--- src/rtl/ram_display_ctrl.sv ---
// Word RAM with a seven-segment viewer: shows the address or the stored word in decimal or hex,
// with leading-zero blanking. A double-dabble engine converts the value and digits refresh on change.
module ram_display_ctrl #(
    parameter int AW   = 4,
    parameter int DW   = 8,
    parameter int NDIG = 6
) (
    input  logic              clock_in,
    input  logic              reset,
    input  logic [AW-1:0]     address,
    input  logic [DW-1:0]     data_in,
    input  logic              we,
    input  logic              mode,
    input  logic              hex_mode,
    output logic [NDIG*8-1:0] seg,
    output logic              busy,
    output logic              overflow
);
    // state   | meaning
    // IDLE    | watch {mode,hex_mode,value} against shadow, wait for change or pending refresh
    // LOAD    | capture shadow and operand, clear BCD scratch
    // CONVERT | double-dabble steps (decimal) or direct nibble copy (hex)
    // UPDATE  | encode glyphs, register seg and overflow

    localparam int W  = (AW > DW) ? AW : DW;
    localparam int NB = (W + 2) / 3;
    localparam int ND = (NB > NDIG) ? NB : NDIG;
    localparam int CW = $clog2(W + 1);

    typedef enum logic [1:0] {IDLE, LOAD, CONVERT, UPDATE} state_t;

    logic [DW-1:0]     mem_q [2**AW];
    logic [DW-1:0]     rdata_q;
    logic [W-1:0]      v;
    logic [W+1:0]      key;
    state_t            state_q;
    logic [W+1:0]      shadow_q;
    logic              pend_q;
    logic [W-1:0]      bin_q;
    logic [4*ND-1:0]   bcd_q;
    logic [4*ND-1:0]   bcd_adj;
    logic [4*ND-1:0]   bcd_dd;
    logic [CW-1:0]     cnt_q;
    logic [NDIG*8-1:0] seg_q;
    logic [NDIG*8-1:0] seg_d;
    logic              busy_q;
    logic              ovf_q;
    logic              ovf_d;
    logic [ND-1:0]     lit;

    function automatic logic [7:0] glyph(input logic [3:0] n, input logic hx);
        logic [7:0] g;
        case (n)
            4'd0:    g = 8'hC0;
            4'd1:    g = 8'hF9;
            4'd2:    g = 8'hA4;
            4'd3:    g = 8'hB0;
            4'd4:    g = 8'h99;
            4'd5:    g = 8'h92;
            4'd6:    g = 8'h82;
            4'd7:    g = 8'hF8;
            4'd8:    g = 8'h80;
            4'd9:    g = 8'h90;
            4'd10:   g = hx ? 8'h88 : 8'hFF;
            4'd11:   g = hx ? 8'h83 : 8'hFF;
            4'd12:   g = hx ? 8'hC6 : 8'hFF;
            4'd13:   g = hx ? 8'hA1 : 8'hFF;
            4'd14:   g = hx ? 8'h86 : 8'hFF;
            default: g = hx ? 8'h8E : 8'hFF;
        endcase
        return g;
    endfunction

    // RAM is outside reset; the read is registered and sees the pre-write contents
    always_ff @(posedge clock_in) begin
        if (we) mem_q[address] <= data_in;
        rdata_q <= mem_q[address];
    end

    assign v   = mode ? W'(address) : W'(rdata_q);
    assign key = {mode, hex_mode, v};

    always_comb begin
        bcd_adj = bcd_q;
        for (int i = 0; i < ND; i++) begin
            if (bcd_q[4*i +: 4] >= 4'd5) bcd_adj[4*i +: 4] = bcd_q[4*i +: 4] + 4'd3;
        end
        bcd_dd = {bcd_adj[4*ND-2:0], bin_q[W-1]};
    end

    // Blanking looks at all converted digits, so low digits stay lit when the value overflows
    always_comb begin
        logic seen;
        seen  = 1'b0;
        ovf_d = 1'b0;
        lit   = '0;
        seg_d = '1;
        for (int i = ND - 1; i >= 0; i--) begin
            if (bcd_q[4*i +: 4] != 4'd0) seen = 1'b1;
            if (i >= NDIG && bcd_q[4*i +: 4] != 4'd0) ovf_d = 1'b1;
            lit[i] = seen || (i == 0);
        end
        for (int i = 0; i < NDIG; i++) begin
            if (lit[i]) seg_d[8*i +: 8] = glyph(bcd_q[4*i +: 4], shadow_q[W]);
        end
    end

    always_ff @(posedge clock_in) begin
        if (reset) begin
            state_q  <= IDLE;
            pend_q   <= 1'b1;
            shadow_q <= '0;
            bin_q    <= '0;
            bcd_q    <= '0;
            cnt_q    <= '0;
            seg_q    <= '1;
            busy_q   <= 1'b0;
            ovf_q    <= 1'b0;
        end else begin
            case (state_q)
                IDLE: begin
                    if (key != shadow_q || pend_q) begin
                        state_q <= LOAD;
                        busy_q  <= 1'b1;
                    end
                end
                LOAD: begin
                    shadow_q <= key;
                    bin_q    <= v;
                    bcd_q    <= '0;
                    pend_q   <= 1'b0;
                    cnt_q    <= CW'(W - 1);
                    state_q  <= CONVERT;
                end
                CONVERT: begin
                    if (shadow_q[W]) begin
                        bcd_q   <= (4*ND)'(bin_q);
                        state_q <= UPDATE;
                    end else begin
                        bcd_q <= bcd_dd;
                        bin_q <= bin_q << 1;
                        if (cnt_q == '0) state_q <= UPDATE;
                        else             cnt_q   <= cnt_q - CW'(1);
                    end
                end
                default: begin
                    seg_q   <= seg_d;
                    ovf_q   <= ovf_d;
                    busy_q  <= 1'b0;
                    state_q <= IDLE;
                end
            endcase
        end
    end

    assign seg      = seg_q;
    assign busy     = busy_q;
    assign overflow = ovf_q;

endmodule

--- config.mk ---
export PLATFORM = sky130hd
export DESIGN_NAME = ram_display_ctrl
export DESIGN_NICKNAME = d
export VERILOG_FILES = /design/src/rtl/ram_display_ctrl.sv
export SDC_FILE = /design/constraint.sdc
export NUM_CORES = 1
export LEC_CHECK = 0
export ABC_CLOCK_PERIOD_IN_PS = 3500
export BUFFER_PORTS_ARGS = -buffer_cell sky130_fd_sc_hd__buf_4
export CAP_MARGIN = 30
export CORE_ASPECT_RATIO = 1.2
export CORE_UTILIZATION = 60
export CTS_BUF_LIST = sky130_fd_sc_hd__clkbuf_8
export DETAILED_ROUTE_END_ITERATION = 12
export HOLD_SLACK_MARGIN = 0.15
export PLACE_DENSITY = 0.76
export RECOVER_POWER = 25
export SETUP_SLACK_MARGIN = 0.05
export SLEW_MARGIN = 40
export SYNTH_ARGS = -nofsm -noshare
export SYNTH_HDL_FRONTEND = slang
export SYNTH_SLANG_ARGS = --single-unit
--- constraint.sdc ---
create_clock -name clock_in -period 3.5 [get_ports clock_in]
set_clock_uncertainty 0.05 [all_clocks]
set_input_delay 0.7 -clock clock_in [delete_from_list [all_inputs] [get_ports clock_in]]
set_output_delay 0.7 -clock clock_in [all_outputs]
set_load 0.01 [all_outputs]
# Word-level counts from Yosys, hierarchy flattened
# Memories as Yosys holds them, arrays and structs flattened. A register that Yosys moved wholly into a read port is not among the register bits.
# Cells that the tools add are included.
# totals
wordCells,179
mem_count,1
ramBits,128
register_bits,98
# op_classes
n_reduce_logical,21
add_sub_neg,7
bitwise,1
magnitude_cmp,6
eq_ne,91
mux,44
# mem_list
name,depth,word_bits,rd,rd_clocked_by_memory_dff,wr,line_no,source
mem_q,16,8,1,1,1,32,logic [DW-1:0] mem_q [2**AW];
# ops
cell,n
one-hot mux 7 bit (15 select lines),6
equality test 4 bit (second input constant),42
equality test 4 x 3 -> 1 bit (second input constant),24
two-way mux 7 bit,10
equality test 4 x 2 -> 1 bit (second input constant),12
one-hot mux 24 bit (2 select lines),1
zero test 4 bit,7
two-way mux 4 bit,7
equality test 4 x 1 -> 1 bit (second input constant),6
greater-or-equal comparator 4 x 3 -> 1 bit (second input constant),6
two-way mux 24 bit,1
adder 4 x 2 -> 4 bit (second input constant),5
nonzero test 4 bit,5
two-way mux 8 bit,2
one-hot mux 8 bit (2 select lines),1
!= test 10 bit,1
two-way mux 1 bit,8
one-hot mux 4 bit (2 select lines),1
two-way mux 2 bit,3
two-way mux 6 bit,1
!= test 2 bit (second input constant),3
one-hot mux 2 bit (3 select lines),1
AND reduction 2 bit,3
subtractor 4 x 1 -> 4 bit (second input constant),1
other kinds (13),13

# Depth between registers and ports, before layout
# depth
ltp_word,7
mapped_depth,9
ltp_nobuf,8

# Least setup slack after synthesis
# Ideal clock, no wire load.
# synth_timing
path_type,input port to flip-flop
from,input port address[1]
to,memory mem_q[0][0] (enable)
n_path_buf,2
stages,4
setup_slack_ns,0.848
arrival_ns,2.219
path_cell_list,buf_2 -> buf_1 -> or3b_2 -> nor3_1
# synth_lines
element,line_no,source
start: declaration,10,"input logic [AW-1:0] address,"
end: declaration,32,
# Straight into the memory's write port.

# Worst setup path after layout
# layout_timing
from,register bcd_q[20]
to,"register seg_q[11], in the netlist seg[11]"
# layout_between
elab_chain_len,7
# layout_lines
element,line_no,source
start: declaration,40,logic [4*ND-1:0] bcd_q;
start signal: assignment,137,bcd_q <= (4*ND)'(bin_q);
nonzero test 4 bit,n/a,
two-way mux 1 bit (5 in series),99,if (bcd_q[4*i +: 4] != 4'd0) seen = 1'b1;
two-way mux 7 bit,104,"if (lit[i]) seg_d[8*i +: 8] = glyph(bcd_q[4*i +: 4], shadow_q[W]);"
end signal: assignment,147,seg_q <= seg_d;
end: declaration,44,logic [NDIG*8-1:0] seg_q;
# No other way between the ends.
# A chain may end at the register's enable or synchronous reset.

==> flow_metrics.tcl <==
set metrics [dict create \
    worstSkewPairLatency_ns 0.55 \
    synthToLayoutAreaGrowth_pct 11.28 \
    ys_warn_count 0 \
    synth_edf_count 128 \
    synth_flop_cell "edfxtp_1" \
    worstHoldPathType "primary input to flip-flop" \
    dp_hpwl_um 17040 \
    min_period_over_period 0.7492 \
    path_max_fanout 11 \
    mostFrequentLayoutCells "nor2_1 (130), edfxtp_1 (128), dfxtp_1 (98)" \
    slew_headroom 0.4725 \
    syn-cell-area_sq_um 11540 \
    critical-path-top-delay-family "compound AO/OA/AOI/OAI gates" \
    antenna_found_initial 0 \
    status "completed" \
    first_iter_violations 651 \
    cts_setup_buffers 0 \
    min_path_cells 3 \
    ys_seq_elements 228 \
    start_util 0.6119 \
    worstSetupStartpointType "flip-flop" \
    max-vdd-ir-drop_v 0.0003930 \
    ys_seq_area_frac 0.5066 \
    end_kind "flip-flop" \
    num_rows 55 \
    cts_sinks 228 \
    design.core.area_sq_um 18860 \
    critPathSlowestCell "dfxtp_1" \
    power_density_nw_per_um2 522.3 \
    clock-root-buffer "clkbuf_8" \
    rr_worst_depth 8 \
    setup_violations 0 \
    final_common_cell "nor2_1" \
    clockBufferDepth 3 \
    die_x_um 128.6 \
    overflow 0 \
    syn_area_per_cell_sq_um 10.70 \
    drive_gt1_frac 0.1683 \
    vias 8419 \
    grt_pass1_vias 8008 \
    numCtsBuffers 37 \
    ant_nets 0 \
    htreeDepth 2 \
    worstSetupPathType "flip-flop to flip-flop" \
    final_core_util 0.6810 \
    port_buffers 59 \
    async_reset_ff_frac 0 \
    cts_tree "done" \
    die-area_sq_um 19790 \
    rsz0062_at_grt "false" \
    cts_resized 0 \
    crit_buf_inv 1 \
    drt-total-wl_um 25830 \
    cts.clk_slew.worst_paths_ns 0.06 \
    drc 0 \
    cpPeakStageDelay_ns 0.42 \
    path_cells "inv_1 > ha_1 > nor3b_2 > and4_1 > nand3_1 > o21ai_1 > a211o_1 > o32a_1" \
    diodes 0 \
    yosysTopAreaCell "edfxtp_1" \
    post_drt_wl_per_cell_um 18.57 \
    fmax_mhz 381.4 \
    p_leak_nw 4.462 \
    io_pins 67 \
    fin_nets 1161 \
    die_h_um 153.9 \
    layout_min_cycle_time_ns 2.622 \
    cap_violations 0 \
    hold_viol 0 \
    whs_ns 0.3683 \
    drv_slew 0 \
    gp_congestion 0.9376 \
    crit_required_ns 3.87 \
    cp.depth 8 \
    grt_pass1_wl_um 41250 \
    synthTopCellsByArea "edfxtp_1 (33%), dfxtp_1 (17%), mux4_2 (7.8%), nor2_1 (4.3%), ha_1 (3.8%)" \
    worstPathArrival_ns 2.99 \
    netlist.area_leader.share 0.3331 \
    yosys.cell_types.count 74 \
    grt_start_max_net_pins 71 \
    tns_ns 0 \
    first_pass_iters 5 \
    worst_slew_pin_slew_ns 0.7883 \
    via_per_inst 6.052 \
    cts_hold_buf 0 \
    grtUsageTotal 0.2695 \
    synth_cells 1078 \
]
==> routing by layer <==
metal,up-vias,global-route usage,wire length (um)
met5,-,0,0
met4,0,0.1132,906
met1,3955,0.3337,9946
li1,4042,-,-
met3,72,0.04001,1707
met2,350,0.4682,13270
==> cell type report <==
type / instances / area [sq um]
sequential: 228 / 5848
timing repair buffer: 78 / 555.5
clock inverter: 24 / 234.0
inverter: 32 / 120.1
tap: 256 / 320.3
clock buffer: 41 / 564.3
multi-input combinational: 732 / 5197
fill: 1455 / 6016
==> cells by family (layout without fill, tap and decap cells) <==
kind of cell / after synthesis / after routing / share of synthesized area
adder cells (fa/ha/maj): 35 / 35 / 0.03795
XOR/XNOR: 18 / 18 / 0.01366
buffers and inverters: 123 / 175 / 0.04478
AO/OA/AOI/OAI: 271 / 271 / 0.1556
other: 2 / 7 / 0.0006509
flip-flops: 228 / 228 / 0.5066
multiplexers: 70 / 70 / 0.1064
AND/OR/NAND/NOR: 331 / 331 / 0.1344
==> synthesized netlist by cell type, types with 19 or more instances <==
| cell | count |
|---|---|
| nor2b_1 | 21 |
| ha_1 | 35 |
| clkbuf_1 | 53 |
| mux2i_1 | 23 |
| a22oi_1 | 19 |
| edfxtp_1 | 128 |
| dfxtp_1 | 100 |
| mux4_2 | 40 |
| nand2_1 | 76 |
| a21oi_1 | 67 |
| o21ai_0 | 57 |
| inv_1 | 31 |
| nand2b_1 | 26 |
| nor2_1 | 131 |
| nor3_1 | 26 |
==> flip-flops by register name (all words and copies together) (netlist names) <==
name      count
state_q       2
mem_q       128
pend_q        1
cnt_q         4
seg          42
bcd_q        24
bin_q         8
busy          1
shadow_q     10
rdata_q       8
==> stage by stage <==
step	setup slack (ns)	power, mW	std cells	cell area (sq um)
final	0.8779	6.706	1391	12840
after global routing	0.6983	7.014	1391	12840
after CTS	0.8928	6.760	1391	12860
after detailed placement	0.8465	4.301	1326	12070
after global placement	0.9209	4.278	1326	12070
after floorplan	0.8477	3.969	1083	11560
==> where the power goes <==
| group | switching [mW] | internal [mW] |
|---|---|---|
| sequential | 0.121 | 3.00 |
| clock | 1.06 | 1.39 |
| combinational | 0.705 | 0.431 |
| total | 1.88 | 4.82 |
==> tightest hold or removal path: cells and delay by family <==
family,cells,cell delay (ns)
buffers and inverters,1,0.09
muxes,1,0.06
and+or+nand+nor,1,0.07
==> final timing paths <==
check / startpoint / endpoint / slack [ns]
min: hex_mode / shadow_q[8]$_SDFFE_PP0P_ / 0.37
max reg2reg: bcd_q[20]$_SDFFE_PP0N_ / seg[11]$_SDFFE_PP1N_ / 0.88
min reg2reg: pend_q$_SDFFE_PP1P_ / pend_q$_SDFFE_PP1P_ / 0.40
max: bcd_q[20]$_SDFFE_PP0N_ / seg[11]$_SDFFE_PP1N_ / 0.88
No activity file was read; power rests on OpenSTA's default activity.
